<file path="src/rtl/uart_rx_if.sv">
// uart_rx_if: byte hand-off bundle between the UART receiver and its consumer.
// The receiver drives data and status; the consumer returns the ack.
interface uart_rx_if #(
    parameter int DATA_BITS = 8
);
    logic [DATA_BITS-1:0] rx_data;
    logic                 rx_valid;
    logic                 rx_ack;
    logic                 frame_err;
    logic                 overrun;

    modport master (
        output rx_data, rx_valid, frame_err, overrun,
        input  rx_ack
    );

    modport slave (
        input  rx_data, rx_valid, frame_err, overrun,
        output rx_ack
    );
endinterface

</file>
<file path="src/rtl/uart_rx_core.sv">
// uart_rx_core: oversampling 8N1 UART receiver driven by a baud*OVERSAMPLE strobe.
// Holds each received byte with framing/overrun status until acknowledged.
module uart_rx_core #(
    parameter int OVERSAMPLE = 16,
    parameter int DATA_BITS  = 8
) (
    input  logic     src_clk,
    input  logic     rst_n,
    input  logic     baud_tick,
    input  logic     rx,
    output logic     busy,
    uart_rx_if.master bus
);
    localparam int TW = $clog2(OVERSAMPLE);
    localparam int BW = (DATA_BITS > 1) ? $clog2(DATA_BITS) : 1;
    localparam logic [TW-1:0] T_HALF = TW'(OVERSAMPLE / 2 - 1);
    localparam logic [TW-1:0] T_LAST = TW'(OVERSAMPLE - 1);
    localparam logic [BW-1:0] B_LAST = BW'(DATA_BITS - 1);

    typedef enum logic [2:0] {
        IDLE,
        START,
        DATA,
        STOP,
        BRK
    } state_t;

    state_t               state, state_n;
    logic                 s1, rx_s;
    logic [TW-1:0]        tcnt;
    logic [BW-1:0]        bcnt;
    logic [DATA_BITS-1:0] shreg;
    logic                 tcnt_clr, tcnt_inc;
    logic                 bcnt_clr, shift, commit;
    logic                 ack_take;

    assign busy     = (state != IDLE);
    assign ack_take = bus.rx_ack & bus.rx_valid;

    // Two-flop synchronizer, preset to the idle-high line level
    always_ff @(posedge src_clk or negedge rst_n) begin
        if (!rst_n) begin
            s1   <= 1'b1;
            rx_s <= 1'b1;
        end else begin
            s1   <= rx;
            rx_s <= s1;
        end
    end

    // FSM state register
    always_ff @(posedge src_clk or negedge rst_n) begin
        if (!rst_n) state <= IDLE;
        else        state <= state_n;
    end

    // Next-state and datapath control
    always_comb begin
        state_n  = state;
        tcnt_clr = 1'b0;
        tcnt_inc = 1'b0;
        bcnt_clr = 1'b0;
        shift    = 1'b0;
        commit   = 1'b0;
        unique case (state)
            IDLE: begin
                if (!rx_s) begin
                    state_n  = START;
                    tcnt_clr = 1'b1;
                end
            end
            START: begin
                if (baud_tick) begin
                    if (tcnt == T_HALF) begin
                        tcnt_clr = 1'b1;
                        bcnt_clr = 1'b1;
                        state_n  = rx_s ? IDLE : DATA;
                    end else begin
                        tcnt_inc = 1'b1;
                    end
                end
            end
            DATA: begin
                if (baud_tick) begin
                    if (tcnt == T_LAST) begin
                        shift    = 1'b1;
                        tcnt_clr = 1'b1;
                        if (bcnt == B_LAST) state_n = STOP;
                    end else begin
                        tcnt_inc = 1'b1;
                    end
                end
            end
            STOP: begin
                if (baud_tick) begin
                    if (tcnt == T_LAST) begin
                        commit  = 1'b1;
                        state_n = rx_s ? IDLE : BRK;
                    end else begin
                        tcnt_inc = 1'b1;
                    end
                end
            end
            BRK: begin
                if (rx_s) state_n = IDLE;
            end
            default: state_n = IDLE;
        endcase
    end

    // Tick/bit counters and LSB-first shift register
    always_ff @(posedge src_clk or negedge rst_n) begin
        if (!rst_n) begin
            tcnt  <= '0;
            bcnt  <= '0;
            shreg <= '0;
        end else begin
            if (tcnt_clr)      tcnt <= '0;
            else if (tcnt_inc) tcnt <= tcnt + 1'b1;
            if (bcnt_clr)      bcnt <= '0;
            else if (shift)    bcnt <= bcnt + 1'b1;
            if (shift)         shreg <= {rx_s, shreg[DATA_BITS-1:1]};
        end
    end

    // Holding register: commit beats ack; unacked commit flags overrun
    always_ff @(posedge src_clk or negedge rst_n) begin
        if (!rst_n) begin
            bus.rx_data   <= '0;
            bus.rx_valid  <= 1'b0;
            bus.frame_err <= 1'b0;
            bus.overrun   <= 1'b0;
        end else if (commit) begin
            bus.rx_data   <= shreg;
            bus.frame_err <= ~rx_s;
            bus.rx_valid  <= 1'b1;
            if (bus.rx_valid && !bus.rx_ack) bus.overrun <= 1'b1;
            else if (ack_take)               bus.overrun <= 1'b0;
        end else if (ack_take) begin
            bus.rx_valid <= 1'b0;
            bus.overrun  <= 1'b0;
        end
    end
endmodule

</file>
<file path="src/flat_wrapper.sv">
// flat-port wrapper written by rule: the top's interface ports become plain ports
module uart_rx_core_flat 
#(
    parameter int OVERSAMPLE = 16,
    parameter int DATA_BITS  = 8
)
  (src_clk, rst_n, baud_tick, rx, busy, bus_rx_data, bus_rx_valid, bus_frame_err, bus_overrun, bus_rx_ack);
  uart_rx_if #(.DATA_BITS(DATA_BITS)) bus_i ();
  input  logic src_clk;
  input  logic rst_n;
  input  logic baud_tick;
  input  logic rx;
  output logic busy;
  output wire logic [$bits(bus_i.rx_data)-1:0] bus_rx_data;
  output wire logic [$bits(bus_i.rx_valid)-1:0] bus_rx_valid;
  output wire logic [$bits(bus_i.frame_err)-1:0] bus_frame_err;
  output wire logic [$bits(bus_i.overrun)-1:0] bus_overrun;
  input wire logic [$bits(bus_i.rx_ack)-1:0] bus_rx_ack;
  assign bus_rx_data = bus_i.rx_data;
  assign bus_rx_valid = bus_i.rx_valid;
  assign bus_frame_err = bus_i.frame_err;
  assign bus_overrun = bus_i.overrun;
  assign bus_i.rx_ack = bus_rx_ack;
  uart_rx_core #(.OVERSAMPLE(OVERSAMPLE), .DATA_BITS(DATA_BITS)) u_core (.src_clk(src_clk), .rst_n(rst_n), .baud_tick(baud_tick), .rx(rx), .busy(busy), .bus(bus_i));
endmodule
</file>
<file path="config.mk">
export PLATFORM = sky130hd
export DESIGN_NAME = uart_rx_core_flat
export DESIGN_NICKNAME = d
export VERILOG_FILES = /design/src/rtl/uart_rx_if.sv /design/src/rtl/uart_rx_core.sv /design/src/flat_wrapper.sv
export SDC_FILE = /design/constraint.sdc
export NUM_CORES = 1
export LEC_CHECK = 0
export CORE_ASPECT_RATIO = 1.25
export CORE_MARGIN = 10
export CORE_UTILIZATION = 48
export CTS_CLUSTER_DIAMETER = 150
export CTS_CLUSTER_SIZE = 20
export DETAILED_ROUTE_END_ITERATION = 8
export HOLD_SLACK_MARGIN = 0.06
export PLACE_DENSITY_LB_ADDON = 0.1
export SKIP_LAST_GASP = 1
export SYNTH_ARGS = -nofsm -noshare
export SYNTH_HDL_FRONTEND = slang
export SYNTH_SLANG_ARGS = --single-unit
</file>
<file path="constraint.sdc">
create_clock -name src_clk -period 1.6 [get_ports src_clk]
set_input_delay 0.4 -clock src_clk [delete_from_list [all_inputs] [get_ports src_clk]]
set_output_delay 0.4 -clock src_clk [all_outputs]
set_load 0.05 [all_outputs]
</file>
# --- Word-level counts from Yosys, hierarchy flattened ---
# Cells that the tools add are included.
word_totals:
  reg_bits: 31
  latchBits: 0
  mem_bits_rw: 0
  mem_bits_ro: 0
  inputBits: 5
  output_inout_bits: 12
  word_cells: 74
  n_memories: 0
classes:
  addsub: 2
  multipliers: 0
  div: 0
  order_cmp: 0
  eq_ne: 16
  shift: 0
  n_mux: 35
  bitwise_logic: 2
  reduce_logical: 9
op_table:
  columns: ["cell", "count"]
  rows:
  - ["two-way mux 3 bit", 12]
  - ["two-way mux 1 bit", 17]
  - ["one-hot mux 3 bit (5 select lines)", 1]
  - ["!= test 2 x 1 -> 1 bit (second input constant)", 5]
  - ["AND reduction 9 bit", 1]
  - ["two-way mux 4 bit", 2]
  - ["!= test 2 bit (second input constant)", 4]
  - ["== test 3 x 2 -> 1 bit (second input constant)", 2]
  - ["== test 3 bit (second input constant)", 2]
  - ["nonzero test 2 bit", 3]
  - ["adder 4 x 1 -> 4 bit (second input constant)", 1]
  - ["== test 4 x 3 -> 1 bit (second input constant)", 1]
  - ["== test 4 bit (second input constant)", 1]
  - ["adder 3 x 1 -> 3 bit (second input constant)", 1]
  - ["== test 3 x 1 -> 1 bit (second input constant)", 1]
  - ["zero test 3 bit", 1]
  - ["one-hot mux 1 bit (3 select lines)", 1]
  - ["nonzero test 3 bit", 1]
  - ["two-way mux 2 bit", 1]
  - ["one-hot mux 1 bit (2 select lines)", 1]
  - ["OR reduction 2 bit", 1]
  - ["AND 1 bit", 1]
  - ["logical AND 1 bit", 1]
  - ["zero test 1 bit", 1]
  - ["inverter 1 bit", 1]

# --- Depth between registers and ports, before layout ---
logic_depth:
  ltp_word: 6
  ltp_mapped: 6
  mapped_depth_nobuf: 5

# --- Worst setup path after synthesis ---
# OpenSTA, ideal clock, no wires.
synth_timing:
  path_kind: "register -> register"
  startpoint: "register u_core.tcnt[0]"
  endpoint: "register u_core.bus.rx_data[1]"
  arrival_ns: 1.557
  setup_slack_ns: -0.084
  stages_incl_launch_ff: 7
  path_buffers: 1
  synth_period_minus_slack_ns: 1.684
  path_cell_list: "dfrtp_1 -> ha_1 -> nand4b_1 -> nor2_4 -> nand2_1 -> buf_6 -> mux2_1"
synth_via:
  elab_chain_cells: 4
synth_lines:
  columns: ["element", "line", "source"]
  rows:
  - ["from (decl)", "uart_rx_core.sv:30", "logic [TW-1:0] tcnt;"]
  - ["from (signal assigned)", "uart_rx_core.sv:119", "else if (tcnt_inc) tcnt <= tcnt + 1'b1;"]
  - ["== test 4 bit", "uart_rx_core.sv:96", "if (tcnt == T_LAST) begin"]
  - ["two-way mux 1 bit", "uart_rx_core.sv:96", null]
  - ["two-way mux 1 bit", "uart_rx_core.sv:95", "if (baud_tick) begin"]
  - ["two-way mux 1 bit", "uart_rx_core.sv:65", "unique case (state)"]
  - ["to (signal assigned)", "uart_rx_core.sv:134", "bus.rx_data <= shreg;"]
  - ["to (decl)", "uart_rx_if.sv:13", "output rx_data, rx_valid, frame_err, overrun,"]
# Every way passes these cells.
# A chain may end at the register's enable or synchronous reset.

# --- Worst setup path in the final report ---
layout_timing:
  startpoint: "register u_core.state[1]"
  endpoint: "output port busy"
layout_via:
  elab_chain_cells: 1
layout_lines:
  columns: ["element", "line", "source"]
  rows:
  - ["from (decl)", "uart_rx_core.sv:28", "state_t state, state_n;"]
  - ["from (signal assigned)", "uart_rx_core.sv:54", "else state <= state_n;"]
  - ["nonzero test 3 bit", "uart_rx_core.sv:37", "assign busy = (state != IDLE);"]
  - ["to (decl)", "flat_wrapper.sv:13", "output logic busy;"]
# Every way passes these cells.

==> results.md <==
- Floorplan Core Area: 2730 µm²
- Number of rows created at floorplan: 21
- DIE WIDTH: 68.4 µm
- Cell type with the highest occurrence count on the critical path: sky130_fd_sc_hd__buf_6
- Top cell family by delay on the critical path: flip-flops
- Total gr overflow: 0
- Violations in the final reports: setup timing
- Syn Area/Cell: 12.8 µm²
- Maximum clock skew at final layout: 0.0187 ns
- Routed wirelength normalized by instance count: 16.6 µm
- Critical Path Start: u_core.state[1]
- Multiplexer share of the synthesized area: 0.150
- Buffers on Ports: 16
- P_sw: 0.000898 W
- Endpoint required time on the critical path: 1.20 ns
- Launching element type of the critical path: flop
- Maximum VDD drop: 0.000891 V
- Fmax achieved: 560 MHz
- Max Slew Vio Count: 0
- Unrepaired setup endpoints after global routing: yes
- Register area share after synthesis: 0.554
- Synth cell types: 37
- H-tree depth: 2
- CTS tree: built
- Global-route wire length before repair: 4.87 mm
- Number of synthesized register bits: 31
- Shortest clock period the worst path allows after layout: 1.78 ns
- Area added between synthesis and finish: 42.6%
- Met3 track demand over resource: 0.0625
- Initial core utilization: 0.514
- Maximum cell stage delay along the critical path: 0.40 ns
- Proportion of total power due to net switching: 0.356
- Count of max-cap constraint violations: 0
- Cells traversed along the worst timing path: buf_6, or3_4, buf_6
- Maximum clock path buffer count: 2
- Count of unresolved DRC violations after routing: 0
- Post-Synth Adder-Cell Area: 0.0267
- Commonest cells after routing, fill and taps aside: sky130_fd_sc_hd__dfrtp_1, sky130_fd_sc_hd__buf_4, sky130_fd_sc_hd__mux2_4
- Number of buffers added by the clock tree synthesis step: 5
- Clk sink count: 31
- Dominant combinational cell family by area after synthesis: multiplexers
- Crit share post-route: 1.12
- Fraction of the mapped netlist area in compound gates: 0.0829
- Gate count of the mapped netlist: 110
- Setup WS post-layout: -0.185 ns
- Share of cells above drive strength 1: 0.480
- Overall die height: 80.5 µm
- Number of vias per cell: 5.49
- Cell type of the slowest stage on the worst timing path: sky130_fd_sc_hd__dfrtp_1
- Detailed Route WL: 3.06 mm
- Non-filler cells in the finished layout: 184
- Simple-gate share of the synthesized area: 0.126
- Run status: complete, but fails checks
- DRT antenna net count: 0
- Post-Synth XOR/XNOR Area: 0.0241
- Power Density: 1260 nW/µm²
- All-Layer GR Usage: 0.118
- Initial DRT Pass Iterations: 4
- Cell at the root of the clock tree: sky130_fd_sc_hd__clkbuf_4
- Drt first-iter violations: 45
- # IOs: 17
- Hold/Removal Path Class: flop to flop
- Source-to-sink clock delay at the later pin of the worst-skew pair: 0.34 ns
- Total inserted antenna cells: 0
- Global route hottest layer: met2
- Post-CTS Hold Fix Bufs: 0
- Remaining max-slew budget at the tightest pin: 0.849
- Buf/Inv on CP: 2
- Final hold slack: 0.363 ns
- Most common library cell in the layout ignoring fill and taps: sky130_fd_sc_hd__dfrtp_1
- Internal power: 0.00162 W
- Final setup violating endpoints: 2
- Final weighted congestion in routability-driven placement: 0.826
- Clock transition at the registers of the reported paths: 0.09 ns
- Nets: 157
- Area of the die: 5500 µm²
- Capturing element type of the critical path: primary output
- Data arrival, critical path: 1.38 ns
- Final hold violation count: 0
- Dpl cells: 174
- Antenna violations before repair: 0
- Met2 Use GR: 0.190
- Seq pwr share: 0.416
- Post-Synthesis Cell Area: 1400 µm²
- Actual slew at the worst max-slew pin: 0.225 ns
- Top fanout value on the critical path: 2
- Vias in the first global route: 1054
- Critical register-to-register path startpoint: u_core.tcnt[0]
- Global-route met1 utilization: 0.124
- Estimated wirelength of the detail-placed design: 2.07 mm
- Final Core Density: 0.733
- Share of total power in combinational logic: 0.410
- CP Class: flop to primary output
- Static leakage power: 0.937 nW
- Setup tns final: -0.203 ns
- Clock power frac: 0.174
- Synth Warn #: 0
- Pin count of the biggest net entering global routing: 32
- Vias after detailed routing: 1011
- Synth Net Count: 118
- Hold Startpoint: u_core.s1
## metal layers
layer | wire, µm | vias to the layer above
met5 | 0 | -
met3 | 174 | 6
met2 | 1570 | 18
met4 | 51 | 0
met1 | 1270 | 515
li1 | - | 472
## area by class of cell
class                           instances  area, µm²
Timing Repair Buffer                   37        464
Multi-Input combinational cell         73        662
Clock inverter                          1       5.00
Fill cell                             184        731
Clock buffer                            7       45.0
Sequential cell                        31        779
Inverter                                1       3.75
Tap cell                               34       42.5
## logic make-up after synthesis
kind of cell / after synthesis
AO/OA/AOI/OAI: 19
XOR/XNOR: 3
adder cells (fa/ha/maj): 3
buffers and inverters: 6
flip-flops: 31
multiplexers: 19
AND/OR/NAND/NOR: 29
## repair_timing
action | 4_1_cts | 5_1_grt
setup endpoints to repair | 18 | 13
setup buffers | 2 | 0
gates resized for setup | 5 | 13
pin swaps | 3 | 3
## sequential cells by signal, indices dropped and copies added, names as in the netlist, named ones only
register,flops
u_core.bus.rx_data,8
u_core.shreg,8
u_core.tcnt,4
u_core.bcnt,3
u_core.state,3
u_core.bus.frame_err,1
u_core.bus.rx_valid,1
u_core.rx_s,1
u_core.s1,1
## worst paths after layout
check | to | slack (ns) | depth (start not counted)
min in group asynchronous | u_core.tcnt[2] | 0.41 | 2
worst min-delay path | u_core.rx_s | 0.36 | 0
worst max register to register | u_core.shreg[6] | -0.02 | 6
worst min register to register | u_core.rx_s | 0.36 | 0
max in group asynchronous | u_core.s1 | 0.93 | 2
worst max-delay path | busy | -0.18 | 3
## power by group through the flow
| stage | logic [W] | clock network [W] | registers [W] |
|---|---|---|---|
| after detailed placement | 0.000904 | 0 | 0.00107 |
| after global placement | 0.000862 | 0 | 0.00106 |
| after floorplan | 0.000510 | 0 | 0.00105 |
| after CTS | 0.000972 | 0.000456 | 0.00105 |
| after global routing | 0.00112 | 0.000495 | 0.00106 |
| final | 0.00103 | 0.000438 | 0.00105 |
## cell usage after synthesis (all sizes together)
cell type	n	share of area
mux2i	3	0.021
a31oi	3	0.013
nand4	1	0.0045
and3	1	0.0045
xor2	1	0.0062
a22o	1	0.0062
a311o	1	0.0071
dfstp	2	0.037
nor3	3	0.019
or3	3	0.014
nor2	7	0.026
nor3b	1	0.0053
inv	1	0.0027
o22ai	3	0.013
nand4b	1	0.0062
and3b	1	0.0071
dfrtp	29	0.52
clkbuf	3	0.018
nand2b	1	0.0098
buf	2	0.016
ha	3	0.027
xnor2	2	0.018
nand2	8	0.021
o21a	2	0.011
nand3	1	0.0036
nor4	1	0.0045
mux2	16	0.13
a21oi	5	0.018
o21ai	4	0.014
## worst reg2reg max path, cell delays in order, from the launching register on
cell and delay [ns]:
sky130_fd_sc_hd__dfrtp_1 0.36, sky130_fd_sc_hd__ha_2 0.20, sky130_fd_sc_hd__nand4b_1 0.12, sky130_fd_sc_hd__buf_6 0.15, sky130_fd_sc_hd__nor3_4 0.16, sky130_fd_sc_hd__buf_12 0.17, sky130_fd_sc_hd__mux2_2 0.33
## per-stage QoR
stage / power, W / setup slack (ns) / cell area [µm²]
floorplan: 0.00156 / -0.0732 / 1450
global placement: 0.00192 / -0.406 / 1880
detailed placement: 0.00197 / -0.453 / 1880
CTS: 0.00247 / -0.209 / 1950
global route: 0.00268 / -0.234 / 2000
finish: 0.00252 / -0.185 / 2000
Power figures use the tool's default switching activity.
